## config.mk

```make
export PLATFORM = sky130hd
export DESIGN_NAME = mux_rr_scheduler
export DESIGN_NICKNAME = d
export VERILOG_FILES = /design/src/rtl/mux_rr_scheduler_pkg.sv /design/src/rtl/mux_rr_scheduler_rr_pick.sv /design/src/rtl/mux_rr_scheduler.sv
export SDC_FILE = /design/constraint.sdc
export NUM_CORES = 1
export LEC_CHECK = 0
export CAP_MARGIN = 20
export CORE_AREA = 2 2 39 41
export CTS_CLUSTER_DIAMETER = 150
export DETAILED_ROUTE_END_ITERATION = 6
export DIE_AREA = 0 0 41 43
export PLACE_DENSITY_LB_ADDON = 0.2
export SYNTH_ARGS = -nofsm -noshare
export SYNTH_HDL_FRONTEND = slang
export SYNTH_HIERARCHICAL = 1
export SYNTH_SLANG_ARGS = --single-unit
```

## constraint.sdc

```tcl
create_clock -name clk -period 2.6 [get_ports clk]
set_input_delay 0.39 -clock clk [delete_from_list [all_inputs] [get_ports clk]]
set_output_delay 0.39 -clock clk [all_outputs]
set_load 0.02 [all_outputs]
```

## src/rtl/mux_rr_scheduler_pkg.sv

```systemverilog
// Shared definitions for the round-robin mux scheduler: FSM state encoding
// and default sizing.
`default_nettype none

package mux_rr_scheduler_pkg;

    typedef enum logic [1:0] {
        ST_IDLE  = 2'd0,
        ST_GRANT = 2'd1,
        ST_GAP   = 2'd2
    } state_e;

    localparam int DEF_N_REQ    = 4;
    localparam int DEF_MAX_HOLD = 8;

endpackage

`default_nettype wire

```

## src/rtl/mux_rr_scheduler_rr_pick.sv

```systemverilog
// Combinational round-robin picker: returns the first requester found when
// scanning from last+1 upward, wrapping at N_REQ.
`default_nettype none

module rr_pick #(
    parameter int N_REQ = 4,
    parameter int SEL_W = 2
) (
    input  logic [N_REQ-1:0] req,
    input  logic [SEL_W-1:0] last,
    output logic [SEL_W-1:0] idx,
    output logic             any
);

    logic [SEL_W-1:0] w_pos;

    // Scan from farthest to nearest so the nearest hit is the one that sticks.
    always_comb begin
        idx   = '0;
        w_pos = '0;
        any   = |req;
        for (int k = N_REQ; k >= 1; k--) begin
            w_pos = SEL_W'((int'(last) + k) % N_REQ);
            if (req[w_pos]) begin
                idx = w_pos;
            end
        end
    end

endmodule

`default_nettype wire

```

## src/rtl/mux_rr_scheduler.sv

```systemverilog
// Round-robin owner scheduler driving a 4:1 mux select, with a one-cycle
// break-before-make gap. Define MUX_SCHED_TIMEOUT_EN to bound grant length.
`default_nettype none

module mux_rr_scheduler
    import mux_rr_scheduler_pkg::*;
#(
    parameter int N_REQ    = DEF_N_REQ,
    parameter int SEL_W    = $clog2(N_REQ),
    parameter int MAX_HOLD = DEF_MAX_HOLD
) (
    input  logic             clk,
    input  logic             rst,
    input  logic [N_REQ-1:0] req,
    input  logic [N_REQ-1:0] D,
    output logic [N_REQ-1:0] gnt,
    output logic [SEL_W-1:0] S,
    output logic             Y,
    output logic             busy
);

    if (N_REQ < 2 || N_REQ > 4 || MAX_HOLD < 1) begin : g_param_check
        $error("mux_rr_scheduler: N_REQ must be 2..4 and MAX_HOLD >= 1");
    end

    state_e           state_q, state_d;
    logic [N_REQ-1:0] gnt_q, gnt_d;
    logic [SEL_W-1:0] sel_q, sel_d;
    logic [SEL_W-1:0] last_q, last_d;
    logic             busy_q, busy_d;
    logic [SEL_W-1:0] pick_idx;
    logic             pick_any;
    logic             timeout;

    rr_pick #(
        .N_REQ (N_REQ),
        .SEL_W (SEL_W)
    ) u_rr_pick (
        .req  (req),
        .last (last_q),
        .idx  (pick_idx),
        .any  (pick_any)
    );

`ifdef MUX_SCHED_TIMEOUT_EN
    localparam int HOLD_W = $clog2(MAX_HOLD + 1);

    logic [HOLD_W-1:0] hold_q, hold_d;

    // hold_q is 0 in the first grant cycle, so MAX_HOLD-1 marks the last one.
    assign timeout = (hold_q == HOLD_W'(MAX_HOLD - 1));

    always_ff @(posedge clk or posedge rst) begin
        if (rst) begin
            hold_q <= '0;
        end else begin
            hold_q <= hold_d;
        end
    end
`else
    assign timeout = 1'b0;
`endif

    always_ff @(posedge clk or posedge rst) begin
        if (rst) begin
            state_q <= ST_IDLE;
            gnt_q   <= '0;
            sel_q   <= '0;
            last_q  <= SEL_W'(N_REQ - 1);
            busy_q  <= 1'b0;
        end else begin
            state_q <= state_d;
            gnt_q   <= gnt_d;
            sel_q   <= sel_d;
            last_q  <= last_d;
            busy_q  <= busy_d;
        end
    end

    always_comb begin
        state_d = state_q;
        gnt_d   = gnt_q;
        sel_d   = sel_q;
        last_d  = last_q;
        busy_d  = busy_q;
`ifdef MUX_SCHED_TIMEOUT_EN
        hold_d  = hold_q;
`endif
        case (state_q)
            ST_IDLE, ST_GAP: begin
                if (pick_any) begin
                    state_d         = ST_GRANT;
                    gnt_d           = '0;
                    gnt_d[pick_idx] = 1'b1;
                    sel_d           = pick_idx;
                    busy_d          = 1'b1;
`ifdef MUX_SCHED_TIMEOUT_EN
                    hold_d          = '0;
`endif
                end else begin
                    state_d = ST_IDLE;
                    gnt_d   = '0;
                    busy_d  = 1'b0;
                end
            end
            ST_GRANT: begin
                // Other requesters are not looked at here: no preemption.
                if (!req[sel_q] || timeout) begin
                    state_d = ST_GAP;
                    gnt_d   = '0;
                    busy_d  = 1'b0;
                    last_d  = sel_q;
                end
`ifdef MUX_SCHED_TIMEOUT_EN
                else begin
                    hold_d = hold_q + 1'b1;
                end
`endif
            end
            default: begin
                state_d = ST_IDLE;
                gnt_d   = '0;
                busy_d  = 1'b0;
            end
        endcase
    end

    assign gnt  = gnt_q;
    assign S    = sel_q;
    assign busy = busy_q;
    assign Y    = (|gnt_q) ? D[sel_q] : 1'b0;

endmodule

`default_nettype wire

```

==> flow_metrics.py <==
metrics = {
    "yosys": {
        "ys_warn_count": 6,
        "syn_inst": 54,
        "synth_area_um2": 584,
        "synth_nets": 64,
        "synth_seq_cells": 10,
        "syn_avg_cell_area_um2": 10.8,
        "synthDistinctLibCells": 26,
        "synth.yosys.seq_area_share_pct": 43.3,
    },
    "cells_and_area": {
        "multi_input_area_um2": 313,
        "fin_area_um2": 800,
        "drive_gt1_share_pct": 14.9,
        "ff_latch_area_um2": 253,
        "mostFrequentLayoutCell": "clkdlybuf4s50_1",
        "fill_cells": 125,
        "layout_common_cells": "17 x clkdlybuf4s50_1, 9 x nand2_1, 8 x dfrtp_1",
        "syn_to_final_growth_pct": 36.8,
        "final_cells": 90,
        "antennaDiodeCount": 0,
        "num-nets-final": 85,
        "fin_util_pct": 57.8,
    },
    "timing": {
        "worst_pin_slew_ns": 0.412,
        "setup_viol": 0,
        "whs_ns": 0.399,
        "slew_violations": 0,
        "rsz0062_at_grt": "no",
        "skew_ns": 0.00662,
        "fin_crit_ns": 2.36,
        "hold_viol": 0,
        "relSlewSlack_pct": 72.5,
        "fmax_ghz": 0.423,
        "timing.final.crit_share_pct": 91.0,
        "setup_ws_ns": 0.235,
        "setup_tns_ns": 0,
    },
    "clock_network": {
        "clk_latency_ns": 0.26,
        "cts_root_buffer": "clkbuf_4",
        "cts.sinks": 10,
        "path_clk_slew_ns": 0.07,
        "cts_buffers": 3,
        "cts_tree": "yes",
        "clock_path_buffers": 2,
        "cts_resized": 0,
        "cts_setup_buffers": 0,
        "holdBufCountCts": 0,
        "htreeDepth": 1,
    },
    "die": {
        "die_h_um": 43,
        "die_w_um": 41,
        "initial_utilization_pct": 42.2,
        "num_rows": 14,
        "floorplan.die_area_mm2": 0.00176,
        "io_pins": 18,
        "core_mm2": 0.00138,
    },
    "placed_design": {
        "dp_hpwl_um": 923,
        "placed_area_um2": 763,
        "place_ws_ns": 0.309,
        "place_inst": 86,
        "portBuffers": 17,
        "gp_congestion": 0.762,
    },
    "critical_path": {
        "r2r-end": "gnt[2]",
        "cp_max_fo": 7,
        "critPathCaptureType": "primary output",
        "start_kind": "flip-flop",
        "r2r_start": "S[0]",
        "r2r_setup_slack_ns": 0.97,
        "reg2reg_depth": 3,
        "critical_path_class": "reg -> out",
        "worst_ep_arrival_time_ns": 1.97,
        "crit_required_ns": 2.21,
    },
    "power_and_ir_drop": {
        "powerDensity_mw_per_mm2": 1200,
        "peakVddDrop_mv": 0.512,
        "p_leak_nw": 0.345,
        "power.total_mw": 0.961,
    },
    "outcome": {
        "outcome": "finished clean",
    },
    "drt": {
        "drc": 0,
        "routedWlPerCell_um": 13.7,
        "vias_per_cell": 5.43,
        "firstDrtPassIters": 4,
        "dr_total_vias": 489,
        "drt_wl_total_mm": 1.23,
        "drt_iter0_markers": 5,
        "final_antenna_net_count": 0,
    },
    "global_routing": {
        "grt_pass1_vias": 462,
        "grt_pass1_wl_mm": 2.04,
        "overflow": 0,
        "grt_start_max_net_pins": 11,
        "antenna_found_initial": 0,
        "grt_use_total_pct": 17.4,
    },
    "worst_hold_path": {
        "hold_path_class": "in -> async",
    },
    "job": {
        "drv_cap": 0,
    },
}
==> critical path: stages (launching register included) <==
cell             delay [ns]
dfrtp_1                0.52
mux4_2                 0.54
o41a_1                 0.12
clkdlybuf4s50_1        0.54
==> how the worst max path moves through the flow <==
| stage | from | endpoint | slack [ns] | depth (start not counted) |
|---|---|---|---|---|
| 2_1_floorplan | S[0] | Y | 0.94 | 3 |
| 3_3_place_gp | D[3] | Y | 0.31 | 4 |
| 3_5_place_dp | D[0] | Y | 0.31 | 4 |
| 4_1_cts | S[0] | Y | 0.21 | 3 |
| 5_1_grt | S[0] | Y | 0.14 | 3 |
| 6_report | S[0] | Y | 0.24 | 3 |
==> power breakdown <==
part	total, mW	switching [mW]	internal [mW]
Sequential	0.335	0.0952	0.240
Clock	0.138	0.0531	0.0849
Combinational	0.488	0.225	0.263
==> per-layer routing <==
metal | track usage, % | part of all wire (%)
met1 | 22.4 | 46
met2 | 25.6 | 46
met3 | 5.24 | 6.7
met4 | 8.00 | 1.1
met5 | 0 | 0
==> final cells by class <==
type	instances	area share, %
clock buffer	4	4.54
sequential	10	31.6
inverter	2	0.939
multi-input combinational	41	39.1
tap	16	2.50
timing repair buffer	17	21.3
==> registers in the layout, summed over array words and instances (netlist names) <==
name and flops:
state_q 2, last_q 2, S 2, gnt 4
==> cell families (layout without fill, tap and decap cells) <==
family | count (synthesis) | in the layout | synth area share (%)
flops | 10 | 10 | 43.3
mux | 6 | 6 | 15.0
buf+inv | 3 | 23 | 3.21
compound gates | 12 | 12 | 17.1
simple gates | 23 | 23 | 21.4
==> synthesized netlist by cell type <==
cell       instances  area share (%)
a31oi_1            1             1.1
mux4_2             2             7.7
mux2i_1            2             3.4
inv_1              2             1.3
mux2_1             2             3.9
o221ai_2           1             2.6
and2b_1            1             1.3
and3b_4            1             2.1
o41a_1             1             1.9
a32o_1             1             1.7
o21ai_1            1            0.86
dfstp_2            2             9.0
and3b_1            1             1.5
dfrtp_1            8              34
nand2_1            9             5.8
a22o_1             1             1.5
nand2b_1           5             5.4
or3b_1             1             1.5
nor3_1             1            0.86
nor2b_1            1             1.1
a21o_1             1             1.3
nor2_1             3             1.9
buf_6              1             1.9
a21oi_1            2             1.7
a21oi_2            1             1.5
o2bb2ai_1          2             3.0
(Power assumes the default switching activity.)
